==> src/rtl/sad_min_tracker.sv <==
// Running minimum-SAD tracker over NUM_CH partition channels for one search window,
// recording the candidate index of each minimum; framed by a start/done handshake.
module sad_min_tracker #(
    parameter int NUM_CH   = 32,
    parameter int SAD_W    = 13,
    parameter int CAND_NUM = 64,
    parameter int IDX_W    = $clog2(CAND_NUM)
) (
    input  logic                      clk,
    input  logic                      rst,
    input  logic                      start,
    input  logic                      sad_valid,
    input  logic [NUM_CH*SAD_W-1:0]   sad_in,
    output logic [NUM_CH*SAD_W-1:0]   min_sad,
    output logic [NUM_CH*IDX_W-1:0]   min_idx,
    output logic [IDX_W-1:0]          cand_cnt,
    output logic                      busy,
    output logic                      done
);

    typedef enum logic [1:0] {IDLE, SEARCH, DONE} state_t;

    localparam logic [IDX_W-1:0] LAST_IDX = IDX_W'(CAND_NUM - 1);

    state_t            state_reg, state_next;
    logic [IDX_W-1:0]  cand_cnt_reg, cand_cnt_next;
    logic              accept;
    logic              last_cand;

    // start always wins over a coincident sample
    assign accept    = (state_reg == SEARCH) && sad_valid && !start;
    assign last_cand = (cand_cnt_reg == LAST_IDX);

    always_comb begin
        state_next    = state_reg;
        cand_cnt_next = cand_cnt_reg;
        case (state_reg)
            IDLE: begin
                if (start) state_next = SEARCH;
            end
            SEARCH: begin
                if (start)                      state_next = SEARCH;
                else if (accept && last_cand)   state_next = DONE;
            end
            DONE: begin
                state_next = start ? SEARCH : IDLE;
            end
            default: state_next = IDLE;
        endcase

        if (start)
            cand_cnt_next = '0;
        else if (accept)
            cand_cnt_next = last_cand ? '0 : cand_cnt_reg + IDX_W'(1);
    end

    always_ff @(posedge clk) begin
        if (rst) begin
            state_reg    <= IDLE;
            cand_cnt_reg <= '0;
        end else begin
            state_reg    <= state_next;
            cand_cnt_reg <= cand_cnt_next;
        end
    end

    generate
        for (genvar gi = 0; gi < NUM_CH; gi++) begin : g_ch
            logic [SAD_W-1:0] min_sad_reg;
            logic [IDX_W-1:0] min_idx_reg;
            logic [SAD_W-1:0] sad_cur;

            assign sad_cur = sad_in[gi*SAD_W +: SAD_W];

            // Strict compare: ties keep the earlier index, all-ones never replaces the seed
            always_ff @(posedge clk) begin
                if (rst || start) begin
                    min_sad_reg <= '1;
                    min_idx_reg <= '0;
                end else if (accept && (sad_cur < min_sad_reg)) begin
                    min_sad_reg <= sad_cur;
                    min_idx_reg <= cand_cnt_reg;
                end
            end

            assign min_sad[gi*SAD_W +: SAD_W] = min_sad_reg;
            assign min_idx[gi*IDX_W +: IDX_W] = min_idx_reg;
        end
    endgenerate

    assign cand_cnt = cand_cnt_reg;
    assign busy     = (state_reg == SEARCH);
    assign done     = (state_reg == DONE);

endmodule

==> config.mk <==
export PLATFORM = sky130hd
export DESIGN_NAME = sad_min_tracker
export DESIGN_NICKNAME = d
export VERILOG_FILES = /design/src/rtl/sad_min_tracker.sv
export SDC_FILE = /design/constraint.sdc
export NUM_CORES = 2
export LEC_CHECK = 0
export BUFFER_PORTS_ARGS = -buffer_cell sky130_fd_sc_hd__buf_2
export CAP_MARGIN = 20
export CORE_AREA = 5 5 396 398
export CTS_CLUSTER_SIZE = 20
export DETAILED_ROUTE_END_ITERATION = 10
export DIE_AREA = 0 0 401 403
export GPL_TIMING_DRIVEN = 0
export HOLD_SLACK_MARGIN = 0.02
export PLACE_DENSITY = 0.5
export SYNTH_ARGS = -nofsm -noshare
export SYNTH_HDL_FRONTEND = slang
export SYNTH_SLANG_ARGS = --single-unit
==> constraint.sdc <==
create_clock -name clk -period 3.95 [get_ports clk]
set_input_delay 0.395 -clock clk [delete_from_list [all_inputs] [get_ports clk]]
set_output_delay 0.395 -clock clk [all_outputs]
set_load 0.01 [all_outputs]
### Word-level counts from Yosys, hierarchy flattened

Cells that the tools add are included.

* order comparisons: 32
* eq/ne operators: 5
* reduce and logical (&&, ||, !) cells: 40
* mux-type cells: 6
* $add $sub $neg: 1

Operators by type and width (count)
* $lt 13x13->1: 32
* $logic_and 1x1->1: 35
* $add 6x1->6 const B: 1
* $eq 6x6->1 const B: 1
* $mux 2: 3
* $mux 6: 1
* $pmux 2 s3: 1
* $ne 3x2->1 const B: 1
* $eq 2x1->1 const B: 1
* $eq 2x2->1 const B: 1
* $logic_not 2->1: 1
* $ne 2x2->1 const B: 1
* $reduce_and 2->1: 1
* $reduce_or 2->1: 1
* $logic_not 1->1: 1
* $logic_or 1x1->1: 1
* $mux 1: 1

* register bits after elaboration: 616
* output and inout port bits: 616

### Logic depth before layout (Yosys ltp)

* depth in word-level cells: 7
* depth in mapped cells: 9

### Least setup slack after synthesis

OpenSTA, ideal clock, no wires.

* path type: reg2reg
* start: reg g_ch[25].min_sad_reg[6]
* end: reg g_ch[25].min_sad_reg[10]
* arrival: 1.990 ns
* stages on the path, launching flop included: 10
* path buffers: 2
* library setup time: 0.072 ns
* path slack: 1.889 ns
* path through: dfxtp_1 -> inv_1 -> ha_1 -> a21oi_1 -> o21ai_1 -> a2111oi_0 -> o41a_1 -> buf_4 -> buf_6 -> mux2i_1

* longest elaborated chain between the ends: 2

RTL lines
* from (decl): line 69 `logic [SAD_W-1:0] min_sad_reg;`
* from (signal assigned): line 81 `min_sad_reg <= sad_cur;`
* $lt 13x13->1: line 80 `end else if (accept && (sad_cur < min_sad_reg)) begin`
* $logic_and 1x1->1: line 80

No other way between the ends.
A chain may end at the register's enable or synchronous reset.

### Worst setup path in the final report

* start: reg state_reg[0]
* end: reg g_ch[17].min_idx_reg[0]

* longest elaborated chain between the ends: 4

RTL lines
* from (decl): line 25 `state_t state_reg, state_next;`
* from (signal assigned): line 62 `state_reg <= state_next;`
* $eq 2x1->1: line 31 `assign accept = (state_reg == SEARCH) && sad_valid && !start;`
* $logic_and 1x1->1 (2 in series): line 31
* $logic_and 1x1->1: line 80
* to (signal assigned): line 82 `min_idx_reg <= cand_cnt_reg;`
* to (decl): line 70 `logic [IDX_W-1:0] min_idx_reg;`

No other way between the ends.

==> implementation parameters <==
Parameter                              Value

Global routing
  Overall routing resource usage ... between 10% and 20%
  Grt met2 use ... roughly a third
  Vias in the first global route ... 32.99k
  Overflow after GRT ... 0
  Fraction of met1 tracks used by global routing ... 23.70%
  Global routing met3 resource utilization ... under 10%
  Wire length of the first global-routing pass ... 236,900 um
  Maximum number of pins on one net before global-route repair ... 13
  Layer carrying the most global-route usage ... met2
  Initial antenna violation count ... 40

Detailed routing
  Total length of routed wires ... 169,000 um
  Count of TritonRoute iterations in the first routing pass ... 5
  Avg Vias per Cell ... 4.450
  Count of routing violations after the opening detailed-route iteration ... 1,875
  DRC Markers ... 0
  Number of vias after detailed routing ... 32.95k
  Post-detailed-route count of antenna-violating nets ... 0
  Detailed-route wire length per cell ... 22.82 um

Synthesis
  Cell count after synthesis ... 3,743
  Number of enable flip-flop cells after synthesis ... 0
  Sequential fraction of the synthesis area ... 37.44%
  Share of synthesized registers carrying an async set or reset ... 0%
  Synthesized area divided by synthesized cell count ... 8.801 um^2
  Cell variety after synth ... 36
  Synthesis warning total ... 0
  Predominant post-synthesis flop cell ... sky130_fd_sc_hd__dfxtp_1
  Combined area of all synthesized cells ... 32,940 um^2
  Total nets after synthesis ... around 4.5k
  Post-synthesis sequential element count ... 616

Placed design
  Routability Congestion ... 0.9517
  Post-Place Setup Slack ... 398.7 ps
  Area post-placement ... 40,970 um^2
  HPWL Detailed ... 138,400 um
  # placed instances ... 6,837
  Port Buffers ... 1,035

Clock tree
  Number of H-tree levels ... 3
  Number of setup buffers added after CTS ... 0
  Worst skew pair latency ... 690 ps
  Clock-pin transition on the worst setup and hold timing paths ... roughly 60 ps
  Clock tree from TritonCTS ... yes
  Number of buffers created by CTS ... 80
  Hold-fix buffers at CTS ... 407
  Num Clock Sinks ... 616
  CTS root buffer ... sky130_fd_sc_hd__clkbuf_16
  Worst-case clock buffer depth ... 3
  Post-cts resize count ... 0

STA
  Final critical path time including I/O delays and setup ... 3319 ps
  Part of the cycle the worst path needs ... ~84%
  Highest clock frequency the design can meet ... 301.3 MHz
  Fin. max-slew vios ... 0
  Final number of setup-violating endpoints ... 0
  Final WS setup ... 631.1 ps
  Final-report hold violation count ... 0
  Final clock skew ... 39.80 ps
  Unrepaired setup endpoints after global routing ... no
  Final Hold Slack ... 101.2 ps
  Slew HR ... 26.01%
  Slew at the pin closest to its max-slew limit ... 1110 ps
  Setup Total Neg Slack ... 0 ps

Final layout
  Max FFs per register ... 416
  Total number of nets in the final design ... 6,087
  Final design utilization ... 31.23%
  Fraction of layout instances using a drive strength above 1 ... 23.60%
  Non-filler cells, final ... 7,405
  Synthesis-to-layout area growth ... 45.03%
  Cell area after layout ... around 48,000 um^2

Floorplan
  Die span in y ... 403 um
  Overall die area ... 161,600 um^2
  X dimension of the die ... 401 um
  Row count ... 144
  Initial core utilization ... 21.53%
  Standard cell core area ... 153,000 um^2
  Number of I/O pins ... 1,036

Min path
  End point of the worst hold path ... g_ch[17].min_sad_reg[1]
  Critical hold path startpoint ... sad_in[222]
  Hold Path Class ... in -> reg
  Hold Path Depth ... 3

Worst setup path
  Cell repeated most along the worst path ... sky130_fd_sc_hd__buf_6
  Critical Path Fanout Max ... 11
  Sequence of cells on the critical path ... and4bb_1 -> buf_4 -> buf_6 -> o211ai_1 -> a31oi_1 -> o221a_1 -> buf_2 -> buf_6 -> mux2i_1
  WP data required ... approximately 4500 ps
  Slowest cell delay on critical path ... approximately 500 ps
  Reg-to-reg critical path startpoint ... state_reg[0]
  Data arrival, critical path ... 3900 ps
  CP Capture Type ... flop
  Minimum setup slack among reg-to-reg paths ... approximately 630 ps
  Critical Path Start Type ... flop
  Slowest-stage cell, CP ... sky130_fd_sc_hd__and4bb_1
  Destination of the worst register-to-register timing path ... g_ch[17].min_idx_reg[0]
  Setup CP Type ... reg -> reg
  Depth of the worst register-to-register path ... 9

Run
  Max-Cap Viols ... 0

Pwr
  Total power ... roughly 16 mW
  Maximum resistive drop on vdd ... 350.0 uV
  Standby leakage power ... between 20 and 25 nW
  Power per cell area ... about 330 nW/um^2

Status
  Outcome ... completed
## area by class of cell
type,count,area [um^2]
fillers,16350,105200
multi-input cells,2521,18030
flip-flops and latches,616,12330
repair buffers,1457,9534
well taps,2044,2557
clock buffers,114,2321
inverters,390,1464
plain buffers,216,1127
clock inverters,25,352.8
diodes,22,55.05
## cells by family (layout without fill, tap and decap cells)
group	Yosys count	count (layout)	synth area share (%)
AND/OR/NAND/NOR	1057	1057	12.94
other	0	22	0
AO/OA/AOI/OAI	575	575	11.85
XOR/XNOR	4	4	0.1064
flip-flops	616	616	37.44
multiplexers	500	500	15.19
buffers and inverters	606	2202	7.847
adder cells (fa/ha/maj)	385	385	14.62
## synth_stat cells, types with 4 or more instances
| cell type | count | area, um^2 |
|---|---|---|
| sky130_fd_sc_hd__a21o_1 | 61 | 457.9 |
| sky130_fd_sc_hd__a21oi_1 | 149 | 745.7 |
| sky130_fd_sc_hd__a211oi_1 | 19 | 142.6 |
| sky130_fd_sc_hd__inv_1 | 390 | 1464 |
| sky130_fd_sc_hd__o21a_1 | 9 | 67.56 |
| sky130_fd_sc_hd__or2_1 | 4 | 25.02 |
| sky130_fd_sc_hd__dfxtp_1 | 616 | 12330 |
| sky130_fd_sc_hd__a31oi_1 | 34 | 212.7 |
| sky130_fd_sc_hd__ha_1 | 385 | 4817 |
| sky130_fd_sc_hd__mux2i_1 | 500 | 5005 |
| sky130_fd_sc_hd__nor3_1 | 9 | 45.04 |
| sky130_fd_sc_hd__buf_4 | 36 | 270.3 |
| sky130_fd_sc_hd__nand4_1 | 55 | 344.1 |
| sky130_fd_sc_hd__nand3_1 | 29 | 145.1 |
| sky130_fd_sc_hd__clkbuf_1 | 145 | 544.3 |
| sky130_fd_sc_hd__o21ai_1 | 36 | 180.2 |
| sky130_fd_sc_hd__nor2b_1 | 15 | 93.84 |
| sky130_fd_sc_hd__o211ai_1 | 245 | 1839 |
| sky130_fd_sc_hd__nand2_1 | 272 | 1021 |
| sky130_fd_sc_hd__a311oi_2 | 9 | 135.1 |
| sky130_fd_sc_hd__buf_2 | 14 | 70.07 |
| sky130_fd_sc_hd__buf_6 | 21 | 236.5 |
| sky130_fd_sc_hd__nor2_1 | 651 | 2444 |
| sky130_fd_sc_hd__nand2b_1 | 18 | 112.6 |
## metal layers
metal / vias to the layer above / wire (um)
met5: - / 68
met4: 10 / 6600
met3: 294 / 15220
met2: 1152 / 78670
met1: 15630 / 68400
li1: 15870 / -
## layout by cell type, fill, tap and decap left out, drive strengths merged, types with 14 or more instances in the layout
cell type	instances
buf	1121
nor2	651
dfxtp	616
mux2i	500
dlygate4sd3	407
inv	393
ha	385
nand2	272
clkbuf	259
o211ai	245
a21oi	149
a21o	61
nand4	55
o21ai	39
a31oi	34
nand3	29
diode	22
a211oi	19
nand2b	18
nor2b	15
clkinv	14
## worst max-delay path by stage
stage	from	end	slack [ps]
2_1_floorplan	g_ch[25].min_sad_reg[6]	g_ch[25].min_sad_reg[10]	1890
3_3_place_gp	sad_in[223]	g_ch[17].min_idx_reg[5]	200
3_5_place_dp	start	g_ch[2].min_sad_reg[5]	400
4_1_cts	state_reg[0]	g_ch[5].min_sad_reg[8]	630
5_1_grt	state_reg[0]	g_ch[5].min_sad_reg[8]	420
6_report	state_reg[0]	g_ch[17].min_idx_reg[0]	630
## power by group
group	switching [mW]	internal [mW]
clock network	3.18	4.44
logic	1.08	0.825
registers	0.0453	6.27
total	4.30	11.5
## worst max-delay path: cells and delay by family, from the launching register on
family / cells / cell delay (ps)
flops: 1 / 380
simple gates: 1 / 490
compound gates: 3 / 800
mux: 1 / 200
buf+inv: 4 / 1290
No activity file was read; power rests on OpenSTA's default activity.
